### src/rtl/ahb3lite_interconnect_slave_arbiter_if.sv
// ============================================================================
// Module   : ahb3lite_interconnect_slave_arbiter_if
// Purpose  : Request/grant bundle between the masters and one slave-port arbiter.
// Revision : 1.0
// ============================================================================
`default_nettype none

interface ahb3lite_interconnect_slave_arbiter_if #(
    parameter int MASTERS       = 3,
    parameter int PRIORITY_BITS = (MASTERS > 1) ? $clog2(MASTERS) : 1
);
    localparam int ID_BITS = (MASTERS > 1) ? $clog2(MASTERS) : 1;

    logic [MASTERS-1:0]               HSEL;
    logic [MASTERS*PRIORITY_BITS-1:0] priority_i;
    logic [2*MASTERS-1:0]             HTRANS;
    logic [3*MASTERS-1:0]             HBURST;
    logic [MASTERS-1:0]               HMASTLOCK;
    logic                             HREADY;
    logic [MASTERS-1:0]               grant_o;
    logic [ID_BITS-1:0]               grant_id_o;
    logic                             grant_valid_o;

    modport slave (
        input  HSEL, priority_i, HTRANS, HBURST, HMASTLOCK, HREADY,
        output grant_o, grant_id_o, grant_valid_o
    );

    modport master (
        output HSEL, priority_i, HTRANS, HBURST, HMASTLOCK, HREADY,
        input  grant_o, grant_id_o, grant_valid_o
    );
endinterface

`default_nettype wire

### src/rtl/ahb3lite_interconnect_slave_arbiter.sv
// ============================================================================
// Module   : ahb3lite_interconnect_slave_arbiter
// Purpose  : Priority arbiter for one AHB3-Lite slave port; holds ownership over
//            bursts and locked sequences. Define AHB3LITE_SLAVE_ARB_RR_EN for
//            round-robin tie-break (default: lowest index wins ties).
// Revision : 1.0
// ============================================================================
`default_nettype none

module ahb3lite_interconnect_slave_arbiter #(
    parameter int MASTERS       = 3,
    parameter int PRIORITY_BITS = (MASTERS > 1) ? $clog2(MASTERS) : 1
) (
    input  logic                                  HCLK,
    input  logic                                  HRESET,
    ahb3lite_interconnect_slave_arbiter_if.slave  bus
);
    localparam int         ID_BITS   = (MASTERS > 1) ? $clog2(MASTERS) : 1;
    localparam logic [1:0] TR_IDLE   = 2'b00;
    localparam logic [1:0] TR_NONSEQ = 2'b10;
    localparam logic [1:0] TR_SEQ    = 2'b11;
    localparam logic [2:0] HB_INCR   = 3'b001;

    typedef enum logic [1:0] {ST_IDLE, ST_OWNED, ST_BURST, ST_LOCKED} state_t;

    state_t                   state, state_nxt;
    logic [MASTERS-1:0]       grant, grant_nxt;
    logic [ID_BITS-1:0]       owner, owner_nxt;
    logic                     valid, valid_nxt;
    logic [3:0]               beats, beats_nxt;
    logic                     incr, incr_nxt;
    logic                     rearb, evaluate;

    logic [PRIORITY_BITS-1:0] pri [MASTERS];
    logic                     any_cand;
    logic [PRIORITY_BITS-1:0] max_pri;
    logic [ID_BITS-1:0]       first_max, winner;

    logic                     own_sel, own_lock;
    logic [1:0]               own_trans;
    logic [2:0]               own_burst;
    logic [3:0]               own_load;

    generate
        for (genvar g = 0; g < MASTERS; g++) begin : g_pri
            assign pri[g] = bus.priority_i[g*PRIORITY_BITS +: PRIORITY_BITS];
        end
    endgenerate

    // Strict '>' keeps the lowest index among equal maxima.
    always_comb begin
        any_cand  = 1'b0;
        max_pri   = '0;
        first_max = '0;
        for (int i = 0; i < MASTERS; i++) begin
            if (bus.HSEL[i] && (!any_cand || pri[i] > max_pri)) begin
                any_cand  = 1'b1;
                max_pri   = pri[i];
                first_max = ID_BITS'(i);
            end
        end
    end

`ifdef AHB3LITE_SLAVE_ARB_RR_EN
    logic [ID_BITS-1:0] rr_ptr;
    logic               rr_found;
    int                 rr_idx;

    always_comb begin
        winner   = first_max;
        rr_found = 1'b0;
        rr_idx   = 0;
        for (int k = 1; k <= MASTERS; k++) begin
            rr_idx = int'(rr_ptr) + k;
            if (rr_idx >= MASTERS) rr_idx = rr_idx - MASTERS;
            for (int j = 0; j < MASTERS; j++) begin
                if (!rr_found && rr_idx == j && bus.HSEL[j] && pri[j] == max_pri) begin
                    winner   = ID_BITS'(j);
                    rr_found = 1'b1;
                end
            end
        end
    end

    always_ff @(posedge HCLK) begin
        if (HRESET)
            rr_ptr <= ID_BITS'(MASTERS - 1);
        else if (owner_nxt != owner || valid_nxt != valid)
            if (valid_nxt) rr_ptr <= owner_nxt;
    end
`else
    assign winner = first_max;
`endif

    always_comb begin
        own_sel   = 1'b0;
        own_lock  = 1'b0;
        own_trans = TR_IDLE;
        own_burst = 3'b000;
        for (int i = 0; i < MASTERS; i++) begin
            if (owner == ID_BITS'(i)) begin
                own_sel   = bus.HSEL[i];
                own_lock  = bus.HMASTLOCK[i];
                own_trans = bus.HTRANS[2*i +: 2];
                own_burst = bus.HBURST[3*i +: 3];
            end
        end
        case (own_burst)
            3'b010, 3'b011: own_load = 4'd3;
            3'b100, 3'b101: own_load = 4'd7;
            3'b110, 3'b111: own_load = 4'd15;
            default:        own_load = 4'd0;
        endcase
    end

    always_comb begin
        state_nxt = state;
        owner_nxt = owner;
        grant_nxt = grant;
        valid_nxt = valid;
        beats_nxt = beats;
        incr_nxt  = incr;
        rearb     = 1'b0;
        evaluate  = 1'b0;
        if (bus.HREADY) begin
            case (state)
                ST_IDLE:  rearb = 1'b1;
                ST_OWNED: evaluate = 1'b1;
                ST_BURST: begin
                    // A NONSEQ inside a burst ends it but may itself start a new one.
                    if (!own_sel)                                rearb = 1'b1;
                    else if (own_lock || own_trans == TR_NONSEQ) evaluate = 1'b1;
                    else if (own_trans == TR_IDLE)               rearb = 1'b1;
                    else if (!incr && own_trans == TR_SEQ) begin
                        if (beats <= 4'd1) rearb = 1'b1;
                        else               beats_nxt = beats - 4'd1;
                    end
                end
                ST_LOCKED: if (!(own_sel && own_lock)) rearb = 1'b1;
                default:   rearb = 1'b1;
            endcase

            if (evaluate) begin
                if (own_sel && own_lock) begin
                    state_nxt = ST_LOCKED;
                    beats_nxt = 4'd0;
                    incr_nxt  = 1'b0;
                end else if (own_sel && own_trans == TR_NONSEQ && own_load != 4'd0) begin
                    state_nxt = ST_BURST;
                    beats_nxt = own_load;
                    incr_nxt  = 1'b0;
                end else if (own_sel && own_burst == HB_INCR && own_trans != TR_IDLE) begin
                    state_nxt = ST_BURST;
                    beats_nxt = 4'd0;
                    incr_nxt  = 1'b1;
                end else begin
                    rearb = 1'b1;
                end
            end

            if (rearb) begin
                beats_nxt = 4'd0;
                incr_nxt  = 1'b0;
                state_nxt = any_cand ? ST_OWNED : ST_IDLE;
                owner_nxt = any_cand ? winner : '0;
                valid_nxt = any_cand;
                for (int i = 0; i < MASTERS; i++)
                    grant_nxt[i] = any_cand && (winner == ID_BITS'(i));
            end
        end
    end

    always_ff @(posedge HCLK) begin
        if (HRESET) begin
            state <= ST_IDLE;
            grant <= '0;
            owner <= '0;
            valid <= 1'b0;
            beats <= 4'd0;
            incr  <= 1'b0;
        end else begin
            state <= state_nxt;
            grant <= grant_nxt;
            owner <= owner_nxt;
            valid <= valid_nxt;
            beats <= beats_nxt;
            incr  <= incr_nxt;
        end
    end

    assign bus.grant_o       = grant;
    assign bus.grant_id_o    = owner;
    assign bus.grant_valid_o = valid;
endmodule

`default_nettype wire

### src/flat_wrapper.sv
// flat-port wrapper written by rule: the top's interface ports become plain ports
module ahb3lite_interconnect_slave_arbiter_flat 
#(
    parameter int MASTERS       = 3,
    parameter int PRIORITY_BITS = (MASTERS > 1) ? $clog2(MASTERS) : 1
)
  (HCLK, HRESET, bus_HSEL, bus_priority_i, bus_HTRANS, bus_HBURST, bus_HMASTLOCK, bus_HREADY, bus_grant_o, bus_grant_id_o, bus_grant_valid_o);
  ahb3lite_interconnect_slave_arbiter_if #(.MASTERS(MASTERS), .PRIORITY_BITS(PRIORITY_BITS)) bus_i ();
  input  logic HCLK;
  input  logic HRESET;
  input wire logic [$bits(bus_i.HSEL)-1:0] bus_HSEL;
  input wire logic [$bits(bus_i.priority_i)-1:0] bus_priority_i;
  input wire logic [$bits(bus_i.HTRANS)-1:0] bus_HTRANS;
  input wire logic [$bits(bus_i.HBURST)-1:0] bus_HBURST;
  input wire logic [$bits(bus_i.HMASTLOCK)-1:0] bus_HMASTLOCK;
  input wire logic [$bits(bus_i.HREADY)-1:0] bus_HREADY;
  output wire logic [$bits(bus_i.grant_o)-1:0] bus_grant_o;
  output wire logic [$bits(bus_i.grant_id_o)-1:0] bus_grant_id_o;
  output wire logic [$bits(bus_i.grant_valid_o)-1:0] bus_grant_valid_o;
  assign bus_i.HSEL = bus_HSEL;
  assign bus_i.priority_i = bus_priority_i;
  assign bus_i.HTRANS = bus_HTRANS;
  assign bus_i.HBURST = bus_HBURST;
  assign bus_i.HMASTLOCK = bus_HMASTLOCK;
  assign bus_i.HREADY = bus_HREADY;
  assign bus_grant_o = bus_i.grant_o;
  assign bus_grant_id_o = bus_i.grant_id_o;
  assign bus_grant_valid_o = bus_i.grant_valid_o;
  ahb3lite_interconnect_slave_arbiter #(.MASTERS(MASTERS), .PRIORITY_BITS(PRIORITY_BITS)) u_core (.HCLK(HCLK), .HRESET(HRESET), .bus(bus_i));
endmodule
### config.mk
export PLATFORM = sky130hd
export DESIGN_NAME = ahb3lite_interconnect_slave_arbiter_flat
export DESIGN_NICKNAME = d
export VERILOG_FILES = /design/src/rtl/ahb3lite_interconnect_slave_arbiter_if.sv /design/src/rtl/ahb3lite_interconnect_slave_arbiter.sv /design/src/flat_wrapper.sv
export SDC_FILE = /design/constraint.sdc
export NUM_CORES = 1
export LEC_CHECK = 0
export ABC_AREA = 1
export CORE_ASPECT_RATIO = 1.75
export CORE_MARGIN = 2
export CORE_UTILIZATION = 52
export CTS_BUF_LIST = sky130_fd_sc_hd__clkbuf_16
export DETAILED_ROUTE_END_ITERATION = 10
export MAX_ROUTING_LAYER = met4
export PLACE_DENSITY = 0.95
export SKIP_LAST_GASP = 1
export SLEW_MARGIN = 40
export SYNTH_ARGS = -nofsm -noshare
export SYNTH_HDL_FRONTEND = slang
export SYNTH_SLANG_ARGS = --single-unit
### constraint.sdc
create_clock -name HCLK -period 4.4 [get_ports HCLK]
set_clock_uncertainty 0.05 [all_clocks]
set_input_delay 0.88 -clock HCLK [delete_from_list [all_inputs] [get_ports HCLK]]
set_output_delay 0.88 -clock HCLK [all_outputs]
set_load 0.1 [all_outputs]
==> flow_metrics.py, run 1 <==
metrics = {
    "outcome": {
        "status": "completed",
    },
    "clocking": {
        "clk_pin_slew_worst_paths_ps": 40,
        "root_buffer": "clkbuf_16",
        "post_cts_buffers": 0,
        "hold_buffers": 0,
        "cts_buffer_depth": 2,
        "cts_tree": "built",
        "cts_buffers": 3,
        "cts_sinks": 12,
        "worst_skew_pair.late_latency_ps": 240,
        "h-tree-depth": 1,
        "cts.repair.resized": 0,
    },
    "routing": {
        "final_antenna_net_count": 0,
        "route.vias.total": 1479,
        "firstDrtPassIters": 4,
        "vias_per_cell": 5.21,
        "drc": 0,
        "avgRoutedWirePerCell_um": 10.7,
        "routed_wl_um": 3030,
        "dr.first_iter.drc_count": 38,
    },
    "placement": {
        "numPlacedInstances": 281,
        "gp_congestion": 0.873,
        "portBuffers": 35,
        "dp_hpwl_um": 2540,
    },
    "sta": {
        "min_period_ps": 3290,
        "final.period_utilization": 0.749,
        "hold_slack_ps": 408,
        "drv_slew": 0,
        "setup_viol": 0,
        "rsz0062_at_grt": "no",
        "fmax_mhz": 304,
        "maxSlewHeadroom": 0.615,
        "hold_viol_final": 0,
        "worst_pin_slew_ps": 577,
        "setup-tns-final_ps": 0,
    },
    "global_routing": {
        "grt_pass1_wl_um": 5710,
        "track_usage": 0.242,
        "antenna_found_initial": 0,
        "grt.overflow.total": 0,
        "grt_pass1_vias": 1505,
        "grt_max_degree": 13,
    },
    "logic_synthesis": {
        "ys_types": 28,
        "synth-seq-area-share": 0.179,
        "synth_nets": 264,
        "ys_warn_count": 0,
        "synth_area_per_cell_um2": 5.97,
        "syn_inst": 225,
        "ys_ff_latch": 12,
        "synthesis.area_um2": 1340,
    },
    "setup_path": {
        "slowest_stage": "clkdlybuf4s50_1",
        "crit_type": "input pin to flip-flop",
        "cp_data_required_time_ps": 4460,
        "startpoint_type": "input pin",
        "critPathMaxFanout": 6,
        "slowest_delay_ps": 530,
        "worstPathCellList": "clkdlybuf4s50_1 > nand2_1 > ha_1 > inv_1 > nor2_1 > o21ai_0 > nand2_1 > nand2_1 > o21ai_0 > ha_1 > inv_1 > nor2_1 > o21ai_0 > a21oi_1 > inv_1 > nand2_1 > inv_1 > nand4_1 > a21oi_1",
        "arrival_ps": 3350,
        "crit_path_end_kind": "flip-flop",
    },
    "finish": {
        "post-route-util": 0.704,
        "drive_gt1_frac": 0.140,
        "final_nets": 299,
        "final_cells": 284,
        "nFillCells": 216,
        "antenna_cells": 0,
        "syn_to_final_growth_pct": 29.1,
    },
    "floorplanning": {
        "std_cell_rows": 24,
        "die-area_um2": 3020,
        "core_um2": 2460,
        "io_pins": 36,
        "die_h_um": 71.2,
        "die_w_um": 42.4,
        "start_util": 0.546,
    },
    "power_and_ir_drop": {
        "finalPower_mw": 0.438,
        "ir_drop_uv": 332,
        "p_leak_nw": 0.876,
        "power_density_nw_per_um2": 253,
    },
    "flow_run": {
        "drv_cap": 0,
    },
    "hold_path": {
        "hp-class": "flip-flop to flip-flop",
    },
}
cell families after synthesis:
family          synth area share
simple gates               0.496
buf+inv                    0.140
compound gates            0.0950
flops                      0.179
fa+ha+maj                 0.0838
xor+xnor                 0.00652
cell type report:
type,instances,area (um^2),share of cell area
Multi-Input combinational cell,170,916,0.528
Timing Repair Buffer,35,320,0.185
Sequential cell,12,240,0.139
Inverter,38,150,0.0866
Clock buffer,3,75.1,0.0433
Tap cell,26,32.5,0.0188
final timing paths:
kind                                  from                       end  slack, ps  cells past startpoint
setup reg to reg  u_core.bus.grant_id_o[1]  u_core.bus.grant_id_o[1]       2290                     13
hold / removal    u_core.bus.grant_valid_o  u_core.bus.grant_valid_o        410                      2
hold reg to reg   u_core.bus.grant_valid_o  u_core.bus.grant_valid_o        410                      2
setup / recovery               bus_HSEL[0]     u_core.bus.grant_o[0]       1110                     19
synthesized netlist by cell type:
master,count,area share
a21boi_1,1,0.0056
a21oi_1,16,0.060
buf_4,1,0.0056
buf_6,2,0.017
clkbuf_1,2,0.0056
dfxtp_1,12,0.18
ha_1,9,0.084
inv_1,32,0.089
inv_2,4,0.011
inv_4,1,0.0047
inv_6,1,0.0065
nand2_1,69,0.19
nand2_2,6,0.028
nand2_4,2,0.017
nand3_1,24,0.089
nand3_2,3,0.022
nand3b_4,1,0.015
nand4_1,3,0.014
nand4_2,1,0.0093
nor2_1,16,0.045
nor2_2,4,0.019
nor2_4,2,0.017
nor2_8,1,0.015
nor3_1,2,0.0074
o21ai_0,7,0.026
o21ai_1,1,0.0037
or2_4,1,0.0065
xor2_1,1,0.0065
metrics by stage:
| stage | instance area [um^2] | setup slack, ps |
|---|---|---|
| detailed placement | 1660 | 841 |
| finish | 1730 | 1110 |
| global placement | 1690 | 974 |
| global route | 1730 | 848 |
| floorplan | 1340 | 1640 |
| CTS | 1730 | 1090 |
power by group:
part	total, mW	internal, mW	switching, mW	leakage (nW)
combinational	0.157	0.0583	0.0982	0.742
clock	0.161	0.118	0.0430	0.0370
sequential	0.121	0.113	0.00748	0.0976
total	0.438	0.290	0.149	0.876
worst max-delay path, delay by kind of cell:
family	cells	cell delay [ps]
buffers and inverters	5	730
AOI/OAI and AO/OA	5	600
adders and majority gates	2	580
and+or+nand+nor	7	560
per-layer routing:
layer | up-vias | GRT usage | part of all wire
met5 | - | - | 0
met4 | 0 | 0.118 | 0.042
met3 | 15 | 0.0504 | 0.030
met2 | 33 | 0.453 | 0.57
met1 | 654 | 0.223 | 0.35
li1 | 777 | - | -
cells in the final DEF (no fill, tap or decap), types with 2 or more instances in the layout:
master | Yosys | final
nor2_1 | 16 | 16
nand4_1 | 3 | 3
ha_1 | 9 | 9
nand2_4 | 2 | 2
nand2_2 | 6 | 6
o21ai_0 | 7 | 7
nand3_1 | 24 | 24
nand3_2 | 3 | 3
nor2_2 | 4 | 4
inv_1 | 32 | 32
clkdlybuf4s50_1 | 0 | 29
buf_2 | 0 | 6
clkbuf_16 | 0 | 3
nand2_1 | 69 | 69
a21oi_1 | 16 | 16
dfxtp_1 | 12 | 12
nor3_1 | 2 | 2
inv_2 | 4 | 4
nor2_4 | 2 | 2
state kept, by name, summed over array words and instances (netlist names):
| register | flops |
|---|---|
| u_core.state | 2 |
| u_core.beats | 4 |
| u_core.incr | 1 |
| u_core.bus.grant_id_o | 2 |
| u_core.bus.grant_o | 2 |
| u_core.bus.grant_valid_o | 1 |
(Power assumes the default switching activity.)
==> run 2, diff against run 1 <==
Settings changed: CORE_UTILIZATION 52 to 49, PLACE_DENSITY 0.95 to 0.91.
Clock period 4.4 ns to 3.3 ns, I/O delays scaled along.
==> flow_metrics.py, run 2 (same netlist as run 1, synthesis figures left out) <==
metrics = {
    "setup_path": {
        "crit_type": "input pin to flip-flop",
        "reg2reg_depth": 13,
        "critPathMaxFanout": 6,
        "startpoint_type": "input pin",
        "r2r-end": "u_core.bus.grant_id_o[0]",
        "r2r_slack_ps": 1090,
        "arrival_ps": 3030,
        "r2r-start": "u_core.bus.grant_id_o[1]",
        "crit_path_end_kind": "flip-flop",
        "cp_data_required_time_ps": 3350,
    },
    "hold_path": {
        "hp-class": "flip-flop to flip-flop",
        "whs_path_depth": 2,
        "hold_path_end": "u_core.beats[1]",
        "hp-start": "u_core.beats[1]",
    },
    "global_routing": {
        "grt_pass1_vias": 1500,
        "busiest_layer": "met2",
        "grt.overflow.total": 0,
        "antenna_found_initial": 0,
        "met2_usage": 0.467,
        "grtUsageMet3": 0.0541,
        "track_usage": 0.243,
        "grt_max_degree": 13,
        "grt_pass1_wl_um": 5860,
        "grtUsageMet1": 0.205,
    },
    "clocking": {
        "cts_buffer_depth": 2,
        "cts_buffers": 3,
        "cts_sinks": 12,
        "clk_pin_slew_worst_paths_ps": 40,
        "cts_tree": "built",
        "h-tree-depth": 1,
        "root_buffer": "clkbuf_16",
        "post_cts_buffers": 0,
        "worst_skew_pair.late_latency_ps": 240,
    },
    "finish": {
        "largest_reg_flops": 4,
        "stdcell_area_um2": 1760,
        "ff_latch_area_um2": 240,
        "syn_to_final_growth_pct": 30.7,
        "regMostFlops": "u_core.beats",
        "drive_gt1_frac": 0.139,
        "antenna_cells": 0,
        "post-route-util": 0.661,
        "final_cell_mix": "nand2_1, inv_1, clkdlybuf4s50_1",
        "multi_input_area_um2": 916,
        "nFillCells": 220,
        "final_nets": 299,
        "layout_commonest_cell": "nand2_1",
    },
    "floorplanning": {
        "io_pins": 36,
        "die_h_um": 73.3,
        "die-area_um2": 3190,
        "core_um2": 2660,
        "std_cell_rows": 25,
        "start_util": 0.505,
        "die_w_um": 43.6,
    },
    "power_and_ir_drop": {
        "power_density_nw_per_um2": 339,
        "p_leak_nw": 0.887,
        "ir_drop_uv": 398,
    },
    "routing": {
        "final_antenna_net_count": 0,
        "firstDrtPassIters": 6,
        "avgRoutedWirePerCell_um": 11.6,
        "drc": 0,
        "routed_wl_um": 3310,
        "dr.first_iter.drc_count": 42,
        "route.vias.total": 1491,
        "vias_per_cell": 5.21,
    },
    "sta": {
        "setup_viol": 0,
        "worst_pin_slew_ps": 584,
        "maxSlewHeadroom": 0.610,
        "fmax_mhz": 336,
        "setup_ws_ps": 320,
        "min_period_ps": 2980,
        "rsz0062_at_grt": "no",
        "drv_slew": 0,
        "hold_viol_final": 0,
        "hold_slack_ps": 416,
        "setup-tns-final_ps": 0,
        "final.period_utilization": 0.903,
    },
    "placement": {
        "portBuffers": 35,
        "placed_cell_area_um2": 1680,
        "place_ws_ps": -45.8,
        "dp_hpwl_um": 2780,
        "gp_congestion": 0.854,
    },
    "flow_run": {
        "drv_cap": 0,
    },
    "outcome": {
        "status": "completed",
    },
}
-- run 2: power by group --
part / total (mW) / switching [mW] / internal (mW)
clock: 0.219 / 0.0594 / 0.159
sequential: 0.162 / 0.0106 / 0.151
combinational: 0.215 / 0.134 / 0.0807
total: 0.595 / 0.204 / 0.391
-- run 2: stage by stage --
step / cells / power (mW)
finish: 286 / 0.595
global route: 286 / 0.630
CTS: 286 / 0.598
detailed placement: 282 / 0.380
global placement: 282 / 0.373
floorplan: 225 / 0.315
-- run 2: routing by layer --
layer	part of all wire	up-vias	routed length, um
met5	0	-	0
met4	0.037	0	123
met3	0.022	14	72
met2	0.60	33	1990
met1	0.34	665	1130
li1	-	779	-
-- run 2: worst max path at each step --
| stage | startpoint | end | slack (ps) | depth (start not counted) |
|---|---|---|---|---|
| after floorplan | bus_HSEL[0] | u_core.bus.grant_o[0] | 760 | 18 |
| after global placement | bus_HSEL[0] | u_core.bus.grant_o[0] | 90 | 19 |
| after detailed placement | bus_HSEL[0] | u_core.bus.grant_o[0] | -50 | 19 |
| after CTS | bus_HSEL[0] | u_core.bus.grant_o[0] | 200 | 19 |
| after global routing | bus_priority_i[1] | u_core.bus.grant_o[0] | 10 | 19 |
| final | bus_priority_i[1] | u_core.bus.grant_o[0] | 320 | 19 |
-- run 2: worst max-delay path, stage by stage --
cell and delay, ps:
clkdlybuf4s50_1 450, nand2_1 60, ha_1 290, inv_1 70, nor2_1 40, o21ai_0 140, nand2_1 70, nand2_1 140
o21ai_0 100, ha_1 300, inv_1 40, nor2_1 70, o21ai_0 70, a21oi_1 230, inv_1 70, nand2_1 60
inv_1 40, nand4_1 80, a21oi_1 70
-- run 2: repair_timing --
item / CTS / global route
setup endpoints to repair: 0 / 4
resized for setup: 0 / 1
hold buffers: 0 / 0
-- run 2: layout make-up --
type / count / area share
tap: 27 / 0.0192
clock buffer: 3 / 0.0427
inverter: 38 / 0.0855
sequential: 12 / 0.137
clock inverter: 1 / 0.00214
multi-input combinational: 170 / 0.521
timing repair buffer: 35 / 0.192
